<file path="config.mk">
export PLATFORM = sky130hd
export DESIGN_NAME = iob_uart16550_console
export DESIGN_NICKNAME = d
export VERILOG_FILES = /design/src/rtl/iob_uart16550_console_pkg.sv /design/src/rtl/iob_uart16550_console_xfer.sv /design/src/rtl/iob_uart16550_console.sv
export SDC_FILE = /design/constraint.sdc
export NUM_CORES = 1
export LEC_CHECK = 0
export CORE_ASPECT_RATIO = 1.5
export CORE_MARGIN = 2
export CORE_UTILIZATION = 44
export CTS_BUF_LIST = sky130_fd_sc_hd__clkbuf_4
export DETAILED_ROUTE_END_ITERATION = 7
export PLACE_DENSITY = 0.92
export SYNTH_ARGS = -nofsm -noshare
export SYNTH_HDL_FRONTEND = slang
export SYNTH_HIERARCHICAL = 1
export SYNTH_SLANG_ARGS = --single-unit
export TNS_END_PERCENT = 50
</file>
<file path="constraint.sdc">
create_clock -name clk_i -period 4.85 [get_ports clk_i]
set_clock_uncertainty 0.15 [all_clocks]
set_input_delay 1.2125 -clock clk_i [delete_from_list [all_inputs] [get_ports clk_i]]
set_output_delay 1.2125 -clock clk_i [all_outputs]
set_load 0.05 [all_outputs]
</file>
<file path="src/rtl/iob_uart16550_console_pkg.sv">
// Shared constants for the iob_uart16550 console: register byte offsets,
// LSR bit positions, line-control values and FSM state encodings.
package iob_uart16550_console_pkg;

  localparam logic [2:0] ADDR_RBR_THR = 3'd0;
  localparam logic [2:0] ADDR_DLL     = 3'd0;
  localparam logic [2:0] ADDR_DLM     = 3'd1;
  localparam logic [2:0] ADDR_LCR     = 3'd3;
  localparam logic [2:0] ADDR_LSR     = 3'd5;

  localparam int LSR_DR   = 0;
  localparam int LSR_THRE = 5;

  localparam logic [7:0] LCR_DLAB_8N1 = 8'h83;
  localparam logic [7:0] LCR_8N1      = 8'h03;

  typedef enum logic [2:0] {
    INIT_LCR_DLAB,
    INIT_DLL,
    INIT_DLM,
    INIT_LCR,
    POLL,
    DECIDE,
    RD_RBR,
    WR_THR
  } state_t;

  typedef enum logic [1:0] {
    X_IDLE,
    X_REQ,
    X_WAIT_RV
  } xfer_state_t;

  function automatic logic [3:0] lane_strb(input logic [1:0] lane);
    return 4'b0001 << lane;
  endfunction

endpackage

</file>
<file path="src/rtl/iob_uart16550_console_xfer.sv">
// Single-transaction IOb initiator: one request in flight, completes on ready
// (writes) or rvalid (reads). Bus timeout enabled by IOB_UART16550_CONSOLE_TIMEOUT_EN.
module iob_uart16550_console_xfer
  import iob_uart16550_console_pkg::*;
#(
  parameter int DATA_W  = 32,
  parameter int ADDR_W  = 3,
  parameter int TIMEOUT = 1024
) (
  input  logic              clk_i,
  input  logic              arst_n_i,
  input  logic              cke_i,
  input  logic              start_i,
  input  logic [ADDR_W-1:0] addr_i,
  input  logic [7:0]        wbyte_i,
  input  logic              we_i,
  output logic              busy_o,
  output logic              done_o,
  output logic              timeout_o,
  output logic [7:0]        rbyte_o,
  output logic              iob_avalid_o,
  output logic [ADDR_W-1:0] iob_addr_o,
  output logic [DATA_W-1:0] iob_wdata_o,
  output logic [3:0]        iob_wstrb_o,
  input  logic [DATA_W-1:0] iob_rdata_i,
  input  logic              iob_rvalid_i,
  input  logic              iob_ready_i
);

  xfer_state_t       state_q, state_d;
  logic [ADDR_W-1:0] addr_q;
  logic [7:0]        wbyte_q;
  logic              we_q;
  logic [1:0]        lane;
  logic [DATA_W-1:0] rdata_sh;
  logic              done_raw;
  logic              to_raw;

  assign lane         = addr_q[1:0];
  assign rdata_sh     = iob_rdata_i >> {lane, 3'b000};
  assign rbyte_o      = rdata_sh[7:0];
  assign iob_avalid_o = (state_q == X_REQ);
  assign iob_addr_o   = addr_q;
  assign iob_wdata_o  = {(DATA_W/8){wbyte_q}};
  assign iob_wstrb_o  = we_q ? lane_strb(lane) : 4'b0000;
  assign busy_o       = (state_q != X_IDLE);

  // rvalid may coincide with ready; a read only needs to wait when it does not.
  assign done_raw = ((state_q == X_REQ) && iob_ready_i && (we_q || iob_rvalid_i)) ||
                    ((state_q == X_WAIT_RV) && iob_rvalid_i);
  assign done_o    = cke_i && done_raw;
  assign timeout_o = cke_i && to_raw;

`ifdef IOB_UART16550_CONSOLE_TIMEOUT_EN
  localparam int CNT_W = $clog2(TIMEOUT + 1);
  logic [CNT_W-1:0] cnt_q;

  assign to_raw = (state_q != X_IDLE) && (cnt_q == CNT_W'(TIMEOUT - 1)) && !done_raw;

  always_ff @(posedge clk_i or negedge arst_n_i) begin
    if (!arst_n_i) begin
      cnt_q <= '0;
    end else if (cke_i) begin
      cnt_q <= (state_q == X_IDLE) ? '0 : cnt_q + 1'b1;
    end
  end
`else
  assign to_raw = 1'b0;
`endif

  // NOTE: every combinational output gets a default first so no path infers a latch.
  always_comb begin
    state_d = state_q;
    case (state_q)
      X_IDLE:    if (start_i) state_d = X_REQ;
      X_REQ: begin
        if (to_raw)           state_d = X_IDLE;
        else if (iob_ready_i) state_d = (we_q || iob_rvalid_i) ? X_IDLE : X_WAIT_RV;
      end
      X_WAIT_RV: if (iob_rvalid_i || to_raw) state_d = X_IDLE;
      default:   state_d = X_IDLE;
    endcase
  end

  // NOTE: state registers use non-blocking assignment so every flop samples pre-edge values.
  always_ff @(posedge clk_i or negedge arst_n_i) begin
    if (!arst_n_i) begin
      state_q <= X_IDLE;
      addr_q  <= '0;
      wbyte_q <= '0;
      we_q    <= 1'b0;
    end else if (cke_i) begin
      state_q <= state_d;
      if (state_q == X_IDLE && start_i) begin
        addr_q  <= addr_i;
        wbyte_q <= wbyte_i;
        we_q    <= we_i;
      end
    end
  end

endmodule

</file>
<file path="src/rtl/iob_uart16550_console.sv">
// Byte-stream console over an iob_uart16550: programs divisor/LCR, then polls
// LSR to move bytes through RBR/THR. Bus timeout enabled by IOB_UART16550_CONSOLE_TIMEOUT_EN.
module iob_uart16550_console
  import iob_uart16550_console_pkg::*;
#(
  parameter int          DATA_W  = 32,
  parameter int          ADDR_W  = 3,
  parameter logic [15:0] DIV     = 16'd27,
  parameter int          TIMEOUT = 1024
) (
  input  logic              clk_i,
  input  logic              arst_n_i,
  input  logic              cke_i,
  output logic              iob_avalid_o,
  output logic [ADDR_W-1:0] iob_addr_o,
  output logic [DATA_W-1:0] iob_wdata_o,
  output logic [3:0]        iob_wstrb_o,
  input  logic [DATA_W-1:0] iob_rdata_i,
  input  logic              iob_rvalid_i,
  input  logic              iob_ready_i,
  input  logic [7:0]        tx_data_i,
  input  logic              tx_valid_i,
  output logic              tx_ready_o,
  output logic [7:0]        rx_data_o,
  output logic              rx_valid_o,
  input  logic              rx_ready_i,
  output logic              init_done_o,
  output logic              err_o
);

  state_t            state_q, state_d;
  logic              lsr_dr_q, lsr_thre_q;
  logic [7:0]        rx_data_q;
  logic              rx_valid_q, init_done_q;
  logic [ADDR_W-1:0] req_addr;
  logic [7:0]        req_byte;
  logic              req_we, start, xfer_busy, xfer_done, xfer_timeout;
  logic [7:0]        rbyte;

  // Every state except DECIDE owns exactly one bus transaction, launched on entry.
  assign start       = cke_i && (state_q != DECIDE) && !xfer_busy;
  assign tx_ready_o  = start && (state_q == WR_THR);
  assign rx_data_o   = rx_data_q;
  assign rx_valid_o  = rx_valid_q;
  assign init_done_o = init_done_q;

  iob_uart16550_console_xfer #(
    .DATA_W (DATA_W),
    .ADDR_W (ADDR_W),
    .TIMEOUT(TIMEOUT)
  ) u_xfer (
    .clk_i       (clk_i),
    .arst_n_i    (arst_n_i),
    .cke_i       (cke_i),
    .start_i     (start),
    .addr_i      (req_addr),
    .wbyte_i     (req_byte),
    .we_i        (req_we),
    .busy_o      (xfer_busy),
    .done_o      (xfer_done),
    .timeout_o   (xfer_timeout),
    .rbyte_o     (rbyte),
    .iob_avalid_o(iob_avalid_o),
    .iob_addr_o  (iob_addr_o),
    .iob_wdata_o (iob_wdata_o),
    .iob_wstrb_o (iob_wstrb_o),
    .iob_rdata_i (iob_rdata_i),
    .iob_rvalid_i(iob_rvalid_i),
    .iob_ready_i (iob_ready_i)
  );

  always_comb begin
    state_d  = state_q;
    req_addr = ADDR_W'(ADDR_LSR);
    req_byte = 8'h00;
    req_we   = 1'b0;
    case (state_q)
      INIT_LCR_DLAB: begin req_addr = ADDR_W'(ADDR_LCR); req_byte = LCR_DLAB_8N1; req_we = 1'b1; end
      INIT_DLL:      begin req_addr = ADDR_W'(ADDR_DLL); req_byte = DIV[7:0];     req_we = 1'b1; end
      INIT_DLM:      begin req_addr = ADDR_W'(ADDR_DLM); req_byte = DIV[15:8];    req_we = 1'b1; end
      INIT_LCR:      begin req_addr = ADDR_W'(ADDR_LCR); req_byte = LCR_8N1;      req_we = 1'b1; end
      RD_RBR:        req_addr = ADDR_W'(ADDR_RBR_THR);
      WR_THR:        begin req_addr = ADDR_W'(ADDR_RBR_THR); req_byte = tx_data_i; req_we = 1'b1; end
      // A full RX holding register masks DR so TX is not starved.
      DECIDE: begin
        if (lsr_dr_q && !rx_valid_q)      state_d = RD_RBR;
        else if (lsr_thre_q && tx_valid_i) state_d = WR_THR;
        else                               state_d = POLL;
      end
      default: ;
    endcase

    if (xfer_timeout) begin
      state_d = init_done_q ? POLL : state_q;
    end else if (xfer_done) begin
      case (state_q)
        INIT_LCR_DLAB: state_d = INIT_DLL;
        INIT_DLL:      state_d = INIT_DLM;
        INIT_DLM:      state_d = INIT_LCR;
        POLL:          state_d = DECIDE;
        default:       state_d = POLL;
      endcase
    end
  end

  always_ff @(posedge clk_i or negedge arst_n_i) begin
    if (!arst_n_i) begin
      state_q     <= INIT_LCR_DLAB;
      lsr_dr_q    <= 1'b0;
      lsr_thre_q  <= 1'b0;
      rx_data_q   <= 8'h00;
      rx_valid_q  <= 1'b0;
      init_done_q <= 1'b0;
    end else if (cke_i) begin
      state_q <= state_d;
      if (xfer_done && state_q == POLL) begin
        lsr_dr_q   <= rbyte[LSR_DR];
        lsr_thre_q <= rbyte[LSR_THRE];
      end
      if (xfer_done && state_q == INIT_LCR) init_done_q <= 1'b1;
      if (xfer_done && state_q == RD_RBR) begin
        rx_data_q  <= rbyte;
        rx_valid_q <= 1'b1;
      end else if (rx_valid_q && rx_ready_i) begin
        rx_valid_q <= 1'b0;
      end
    end
  end

`ifdef IOB_UART16550_CONSOLE_TIMEOUT_EN
  logic err_q;
  assign err_o = err_q;

  always_ff @(posedge clk_i or negedge arst_n_i) begin
    if (!arst_n_i)                  err_q <= 1'b0;
    else if (cke_i && xfer_timeout) err_q <= 1'b1;
  end
`else
  assign err_o = 1'b0;
`endif

endmodule

</file>
==> results of run 1 <==
[flip-flops by register name (all words and copies together) (netlist names)]
signal,flops
state_q,3
u_xfer/iob_addr_o,3
u_xfer/we_q,1
lsr_dr_q,1
u_xfer/wbyte_q,8
u_xfer/state_q,2
rx_data_o,8
rx_valid_o,1
lsr_thre_q,1
init_done_o,1
[cell type report]
class | instances | area, µm²
fill | 322 | 1440
multi-input combinational | 99 | 893
tap | 46 | 57.6
sequential | 29 | 726
inverter | 5 | 18.8
clock buffer | 8 | 60.1
timing repair buffer | 98 | 978
[worst max-delay path, stage by stage]
cell,delay (ns)
clkdlybuf4s50_1,0.68
nand2b_1,0.12
nor2_1,0.11
clkdlybuf4s50_1,0.81
[through the flow]
stage	cell area, µm²	total power, µW	cells
after CTS	2730	1360	285
after global routing	2730	1420	285
after global placement	2670	1180	277
after floorplan	1890	999	167
after detailed placement	2670	1210	277
final	2730	1350	285
[synth_stat cells (2+ instances only)]
cell type	n
dfrtp_1	29
a31oi_1	2
nand2b_1	2
nor2b_1	4
o31ai_1	2
nor2_1	6
nor3b_1	2
and3_1	4
a21oi_1	7
conb_1	2
mux2_1	2
o21ai_0	3
nand2_1	11
or2_2	2
mux2_4	10
o22ai_1	3
and3b_1	2
buf_4	28
nand3_1	3
mux2_2	12
inv_1	5
mux4_2	8
buf_2	3
[power breakdown]
part,switching (µW),total (µW),internal [µW]
logic,459,788,329
clock network,82.0,156,74.4
registers,93.8,407,313
total,635,1350,716
[worst paths after layout]
path | endpoint | startpoint
worst min register to register | u_xfer/iob_addr_o[2] | u_xfer/iob_addr_o[2]
max in group asynchronous | u_xfer/wbyte_q[2] | arst_n_i
worst min-delay path | u_xfer/iob_addr_o[2] | u_xfer/iob_addr_o[2]
worst max register to register | rx_data_o[7] | u_xfer/state_q[1]
worst max-delay path | tx_ready_o | cke_i
min in group asynchronous | rx_data_o[1] | arst_n_i
[logic make-up (layout without fill, tap and decap cells)]
logic type	Yosys count	in the layout	synth area share, %
DFF	29	29	38.4
muxes	32	32	25.8
buffers and inverters	39	111	14.4
other	2	2	0.397
AOI/OAI and AO/OA	22	22	7.21
and+or+nand+nor	43	43	13.8
[layer usage]
metal	share of wire, %	wire length, µm	global-route usage [%]	vias to the layer above
met5	0	0	0	-
met4	1.5	67	7.61	0
met3	6.9	306	6.63	5
met2	57	2540	35.4	65
met1	34	1510	18.6	720
li1	-	-	-	697
==> results.sh, run 1 <==
export IMPL_utilization_pct=65.5
export IMPL_fin_hold_ws_ns=0.343
export IMPL_drt_vias_per_instance=5.22
export IMPL_cp_max_fo=11
export IMPL_dieArea_um2=4850
export IMPL_fp_dieW_um=57.5
export IMPL_drive_above_1_share_pct=18.8
export IMPL_rrSetupSlack_ns=2.54
export IMPL_fin_ws_ns=0.549
export IMPL_grt_pass1_wl_um=6960
export IMPL_netlist_area_um2=1890
export IMPL_ff2ff_path_depth=6
export IMPL_ant_nets=0
export IMPL_setup_tns_ns=0
export IMPL_fin_crit_ns=4.30
export IMPL_synth_seq_area_share_pct=38.4
export IMPL_synth_top_flop_cell="dfrtp_1"
export IMPL_rsz0062_at_grt="no"
export IMPL_place_ws_ns=0.541
export IMPL_top_level_ports=99
export IMPL_p_leak_uw=0.00115
export IMPL_h_tree_depth=2
export IMPL_synth_warnings=6
export IMPL_ys_ff_latch=29
export IMPL_cp_data_arrival_time_ns=2.94
export IMPL_synth_top_cell_area_share_pct=38.4
export IMPL_finalWirelength_um=4420
export IMPL_gr_total_overflow=0
export IMPL_tightest_slew_ns=0.667
export IMPL_post_route_drc_count=0
export IMPL_row_count=29
export IMPL_syn_to_final_growth_pct=44.6
export IMPL_hpwl_um=3410
export IMPL_antenna_found_initial=0
export IMPL_final_cell_mix="clkdlybuf4s50_1 (97), dfrtp_1 (29), mux2_2 (12)"
export IMPL_cts_resized=0
export IMPL_worstSetupEndpointType="output port"
export IMPL_clk_latency_ns=0.33
export IMPL_post_cts_repair_setup_buffers=0
export IMPL_status="completed"
export IMPL_cts_root_buf="clkbuf_4"
export IMPL_power_density_nw_per_um2=494
export IMPL_vias=1487
export IMPL_path_clk_slew_ns=0.09
export IMPL_postSynthCellCount=167
export IMPL_core_area_um2=4170
export IMPL_required_ns=3.49
export IMPL_synth_top_cell_by_area="dfrtp_1"
export IMPL_synth_area_top_cells="dfrtp_1 (38%), buf_4 (11%), mux4_2 (9.5%)"
export IMPL_ys_types=38
export IMPL_hp_class="register to register"
export IMPL_syn_area_per_cell_um2=11.3
export IMPL_cts_made_buffers=5
export IMPL_gp_congestion=0.785
export IMPL_grt_usage_pct=19.1
export IMPL_cts_hold_buf=0
export IMPL_fp_dieH_um=84.3
export IMPL_period_share_pct=88.7
export IMPL_hold_path_depth=1
export IMPL_final_common_cell="clkdlybuf4s50_1"
export IMPL_cts_tree="built"
export IMPL_grt_max_degree=30
export IMPL_synthArstFlopShare_pct=100
export IMPL_clkSinkCount=29
export IMPL_synth_edf_count=0
export IMPL_setup_viol=0
export IMPL_start_util_pct=45.3
export IMPL_slew_headroom_pct=55.6
export IMPL_diodes=0
export IMPL_finalHoldViolCount=0
export IMPL_ir_drop_uv=343
export IMPL_wl_per_cell_um=15.5
export IMPL_grt_pass1_vias=1540
export IMPL_port_buffers=97
export IMPL_maxSlewViolCount=0
export IMPL_drt_iter0_markers=36
export IMPL_start_kind="input port"
export IMPL_drv_cap=0
export IMPL_fmax_mhz=233
export IMPL_critical_path_class="input port to output port"
export IMPL_synthesis_nets=214
export IMPL_dr_pass1_iters=4
export IMPL_clk_path_buf_depth=2
export IMPL_fin_nets=285
No activity file was read; power rests on OpenSTA's default activity.
==> run 2: changes to the inputs <==
- CORE_UTILIZATION: 44 -> 37
- PLACE_DENSITY: 0.92 -> 0.83
- REMOVE_ABC_BUFFERS: not set -> 1
- clock period: 4.85 -> 3.7 ns (I/O delays scaled with it)
==> results.sh, run 2 (synthesis results as in run 1) <==
export IMPL_tightest_slew_ns=0.575
export IMPL_dieArea_um2=5710
export IMPL_top_level_ports=99
export IMPL_fmax_mhz=313
export IMPL_drv_cap=0
export IMPL_final_common_cell="clkdlybuf4s50_1"
export IMPL_grt_max_degree=30
export IMPL_clk_path_buf_depth=2
export IMPL_status="completed"
export IMPL_gp_congestion=0.794
export IMPL_met2_usage_pct=29.2
export IMPL_fp_dieH_um=91.5
export IMPL_antenna_found_initial=0
export IMPL_clk_latency_ns=0.31
export IMPL_gr_total_overflow=0
export IMPL_finalWirelength_um=4450
export IMPL_use_met1_pct=18.4
export IMPL_drt_vias_per_instance=4.88
export IMPL_critical_path_class="input port to output port"
export IMPL_fin_crit_ns=3.19
export IMPL_cts_resized=0
export IMPL_post_cts_repair_setup_buffers=0
export IMPL_core_area_um2=4890
export IMPL_h_tree_depth=2
export IMPL_port_buffers=97
export IMPL_fp_dieW_um=62.4
export IMPL_p_leak_uw=0.00115
export IMPL_required_ns=2.62
export IMPL_cts_tree="built"
export IMPL_hp_class="register to register"
export IMPL_vias=1493
export IMPL_finalHoldViolCount=0
export IMPL_setup_tns_ns=0
export IMPL_fillers=435
export IMPL_cp_max_fo=11
export IMPL_grtUsageMet3_pct=4.96
export IMPL_fin_ws_ns=0.510
export IMPL_grt_usage_pct=16.4
export IMPL_diodes=0
export IMPL_grt_pass1_vias=1503
export IMPL_dr_pass1_iters=4
export IMPL_row_count=31
export IMPL_slew_headroom_pct=61.7
export IMPL_post_route_drc_count=0
export IMPL_multi_input_area_um2=893
export IMPL_cts_root_buf="clkbuf_4"
export IMPL_cts_hold_buf=0
export IMPL_setup_viol=0
export IMPL_drt_iter0_markers=51
export IMPL_final_seq_area_um2=726
export IMPL_path_clk_slew_ns=0.09
export IMPL_worstSetupEndpointType="output port"
export IMPL_hpwl_um=3550
export IMPL_place_ws_ns=0.496
export IMPL_cts_made_buffers=5
export IMPL_drive_above_1_share_pct=19.6
export IMPL_start_util_pct=38.7
export IMPL_grt_pass1_wl_um=7400
export IMPL_busiest_layer="met2"
export IMPL_fin_nets=286
export IMPL_period_share_pct=86.2
export IMPL_clkSinkCount=29
export IMPL_syn_to_final_growth_pct=46.6
export IMPL_cp_data_arrival_time_ns=2.12
export IMPL_ant_nets=0
export IMPL_final_cell_mix="clkdlybuf4s50_1 (96), dfrtp_1 (29), mux2_2 (12)"
export IMPL_power_density_nw_per_um2=634
export IMPL_start_kind="input port"
export IMPL_wl_per_cell_um=14.5
export IMPL_maxSlewViolCount=0
export IMPL_ir_drop_uv=512
export IMPL_rsz0062_at_grt="no"
[run 2: critical path, cell delays in order]
cell,delay [ns]
clkdlybuf4s50_1,0.70
nand2b_1,0.12
nor2_1,0.20
buf_12,0.17
[run 2: worst paths after layout]
kind,startpoint,end,cells after the start,slack [ns]
hold / removal,u_xfer/iob_addr_o[2],u_xfer/iob_addr_o[2],1,0.34
setup / recovery,cke_i,tx_ready_o,4,0.51
min in group asynchronous,arst_n_i,rx_data_o[6],2,0.84
hold reg to reg,u_xfer/iob_addr_o[2],u_xfer/iob_addr_o[2],1,0.34
setup reg to reg,u_xfer/state_q[1],rx_data_o[3],6,1.48
max in group asynchronous,arst_n_i,u_xfer/wbyte_q[5],2,2.29
[run 2: final cells by class]
type                       instances  area share [%]
tap                               66            2.98
timing repair buffer              99            35.9
sequential                        29            26.2
clock buffer                       6            1.63
multi-input combinational         99            32.2
clock inverter                     2           0.361
inverter                           5           0.677
[run 2: metal layers]
layer  routed length, µm  vias to the layer above
met5                   0                        -
met4                  45                        0
met3                 318                        6
met2                2410                       57
met1                1680                      729
li1                    -                      701
[run 2: through the flow]
stage | cells | hold slack (ns) | util, % | total power, µW | instance area [µm²]
5_1_grt | 306 | 0.388 | 56.7 | 1850 | 2770
3_5_place_dp | 298 | 0.324 | 55.6 | 1590 | 2720
2_1_floorplan | 133 | 0.332 | - | 1220 | 1640
6_report | 306 | 0.343 | 56.7 | 1760 | 2770
3_3_place_gp | 298 | 0.320 | 55.6 | 1570 | 2720
4_1_cts | 306 | 0.346 | 56.7 | 1780 | 2770
[run 2: power breakdown]
part | internal (µW) | switching (µW)
logic | 437 | 614
clock network | 79.5 | 103
registers | 410 | 111
total | 927 | 829
==> run 3: changes to the inputs <==
- CORE_UTILIZATION: 37 -> 41
- PLACE_DENSITY: 0.83 -> 0.87
- clock period: 3.7 -> 3 ns (I/O delays scaled with it)
==> results.sh, run 3 (synthesis results as in run 1) <==
export IMPL_grt_pass1_vias=1570
export IMPL_syn_to_final_growth_pct=46.7
export IMPL_timing_rr_start="u_xfer/state_q[1]"
export IMPL_clkSinkCount=29
export IMPL_final_seq_area_um2=726
export IMPL_fillers=362
export IMPL_final_common_cell="clkdlybuf4s50_1"
export IMPL_fin_nets=290
export IMPL_critical_path_class="register to output port"
export IMPL_finalHoldViolCount=0
export IMPL_clk_path_buf_depth=2
export IMPL_drt_vias_per_instance=5.25
export IMPL_vias=1534
export IMPL_top_level_ports=99
export IMPL_fp_dieW_um=59.4
export IMPL_drv_cap=0
export IMPL_cp_max_fo=10
export IMPL_worstSetupEndpointType="output port"
export IMPL_p_leak_uw=0.00118
export IMPL_grt_usage_pct=19.0
export IMPL_maxSlewViolCount=0
export IMPL_setup_viol=0
export IMPL_drive_above_1_share_pct=21.7
export IMPL_fin_crit_ns=2.81
export IMPL_core_area_um2=4470
export IMPL_cts_made_buffers=5
export IMPL_slew_headroom_pct=61.8
export IMPL_dieArea_um2=5180
export IMPL_fp_dieH_um=87.2
export IMPL_stdcell_count=292
export IMPL_wl_per_cell_um=15.5
export IMPL_fin_ws_ns=0.189
export IMPL_multi_input_area_um2=893
export IMPL_fmax_mhz=356
export IMPL_h_tree_depth=2
export IMPL_grt_max_degree=30
export IMPL_cts_tree="built"
export IMPL_port_buffers=97
export IMPL_row_count=30
export IMPL_path_clk_slew_ns=0.09
export IMPL_status="completed"
export IMPL_dp_cells=284
export IMPL_clk_latency_ns=0.33
export IMPL_hold_path_depth=1
export IMPL_post_route_drc_count=0
export IMPL_place_ws_ns=0.124
export IMPL_finalWirelength_um=4520
export IMPL_hpwl_um=3610
export IMPL_diodes=0
export IMPL_grt_pass1_wl_um=7420
export IMPL_power_density_nw_per_um2=783
export IMPL_required_ns=2.10
export IMPL_utilization_pct=62.1
export IMPL_start_kind="register"
export IMPL_hp_class="register to register"
export IMPL_min_from="rx_data_o[3]"
export IMPL_cp_data_arrival_time_ns=1.91
export IMPL_antenna_found_initial=0
export IMPL_tightest_slew_ns=0.574
export IMPL_ff2ff_path_depth=6
export IMPL_cts_root_buf="clkbuf_4"
export IMPL_dr_pass1_iters=4
export IMPL_cp_startpoint="u_xfer/iob_addr_o[1]"
export IMPL_rsz0062_at_grt="no"
export IMPL_gr_total_overflow=0
export IMPL_gp_congestion=0.831
export IMPL_drt_iter0_markers=30
export IMPL_start_util_pct=42.3
export IMPL_cts_resized=0
export IMPL_ir_drop_uv=394
export IMPL_cts_hold_buf=0
export IMPL_final_cell_mix="clkdlybuf4s50_1 (94), dfrtp_1 (29), mux2_2 (12)"
export IMPL_period_share_pct=93.7
export IMPL_post_cts_repair_setup_buffers=0
export IMPL_ant_nets=0
-- run 3: metrics by stage --
stage                     area, µm²  power (µW)  hold slack [ns]  TNS [ns]
after global placement         2720        1930            0.323         0
final                          2770        2170            0.362         0
after CTS                      2770        2190            0.365         0
after floorplan                1640        1500            0.304   -0.0808
after global routing           2770        2290            0.379         0
after detailed placement       2720        1960            0.341         0
-- run 3: area by class of cell --
cell class | count | area share (%)
clock buffer | 6 | 1.62
timing repair buffer | 103 | 36.8
sequential | 29 | 26.2
tap | 48 | 2.17
clock inverter | 2 | 0.361
inverter | 5 | 0.677
multi-input combinational | 99 | 32.2
-- run 3: final timing paths --
path / endpoint / slack [ns]
worst max-delay path: iob_wstrb_o[2] / 0.19
worst min-delay path: rx_data_o[3] / 0.36
worst max register to register: state_q[0] / 0.86
worst min register to register: rx_data_o[3] / 0.36
max in group asynchronous: state_q[0] / 1.79
min in group asynchronous: lsr_thre_q / 0.65
-- run 3: critical path, cell delays in order (launching register included) --
cell and delay (ns):
dfrtp_1 0.59, nand2_1 0.09, nor2_1 0.09, clkdlybuf4s50_1 0.81
-- run 3: per-layer routing --
| metal | routed length [µm] | share of wire [%] | track usage, % |
|---|---|---|---|
| met5 | 0 | 0 | 0 |
| met2 | 2660 | 59 | 34.9 |
| met4 | 82 | 1.8 | 7.02 |
| met3 | 236 | 5.2 | 4.46 |
| met1 | 1540 | 34 | 20.4 |
-- run 3: report_power, final --
part | internal [µW] | total (µW) | switching, µW
sequential | 506 | 639 | 133
combinational | 542 | 1300 | 760
clock | 98.0 | 232 | 134
total | 1150 | 2170 | 1030
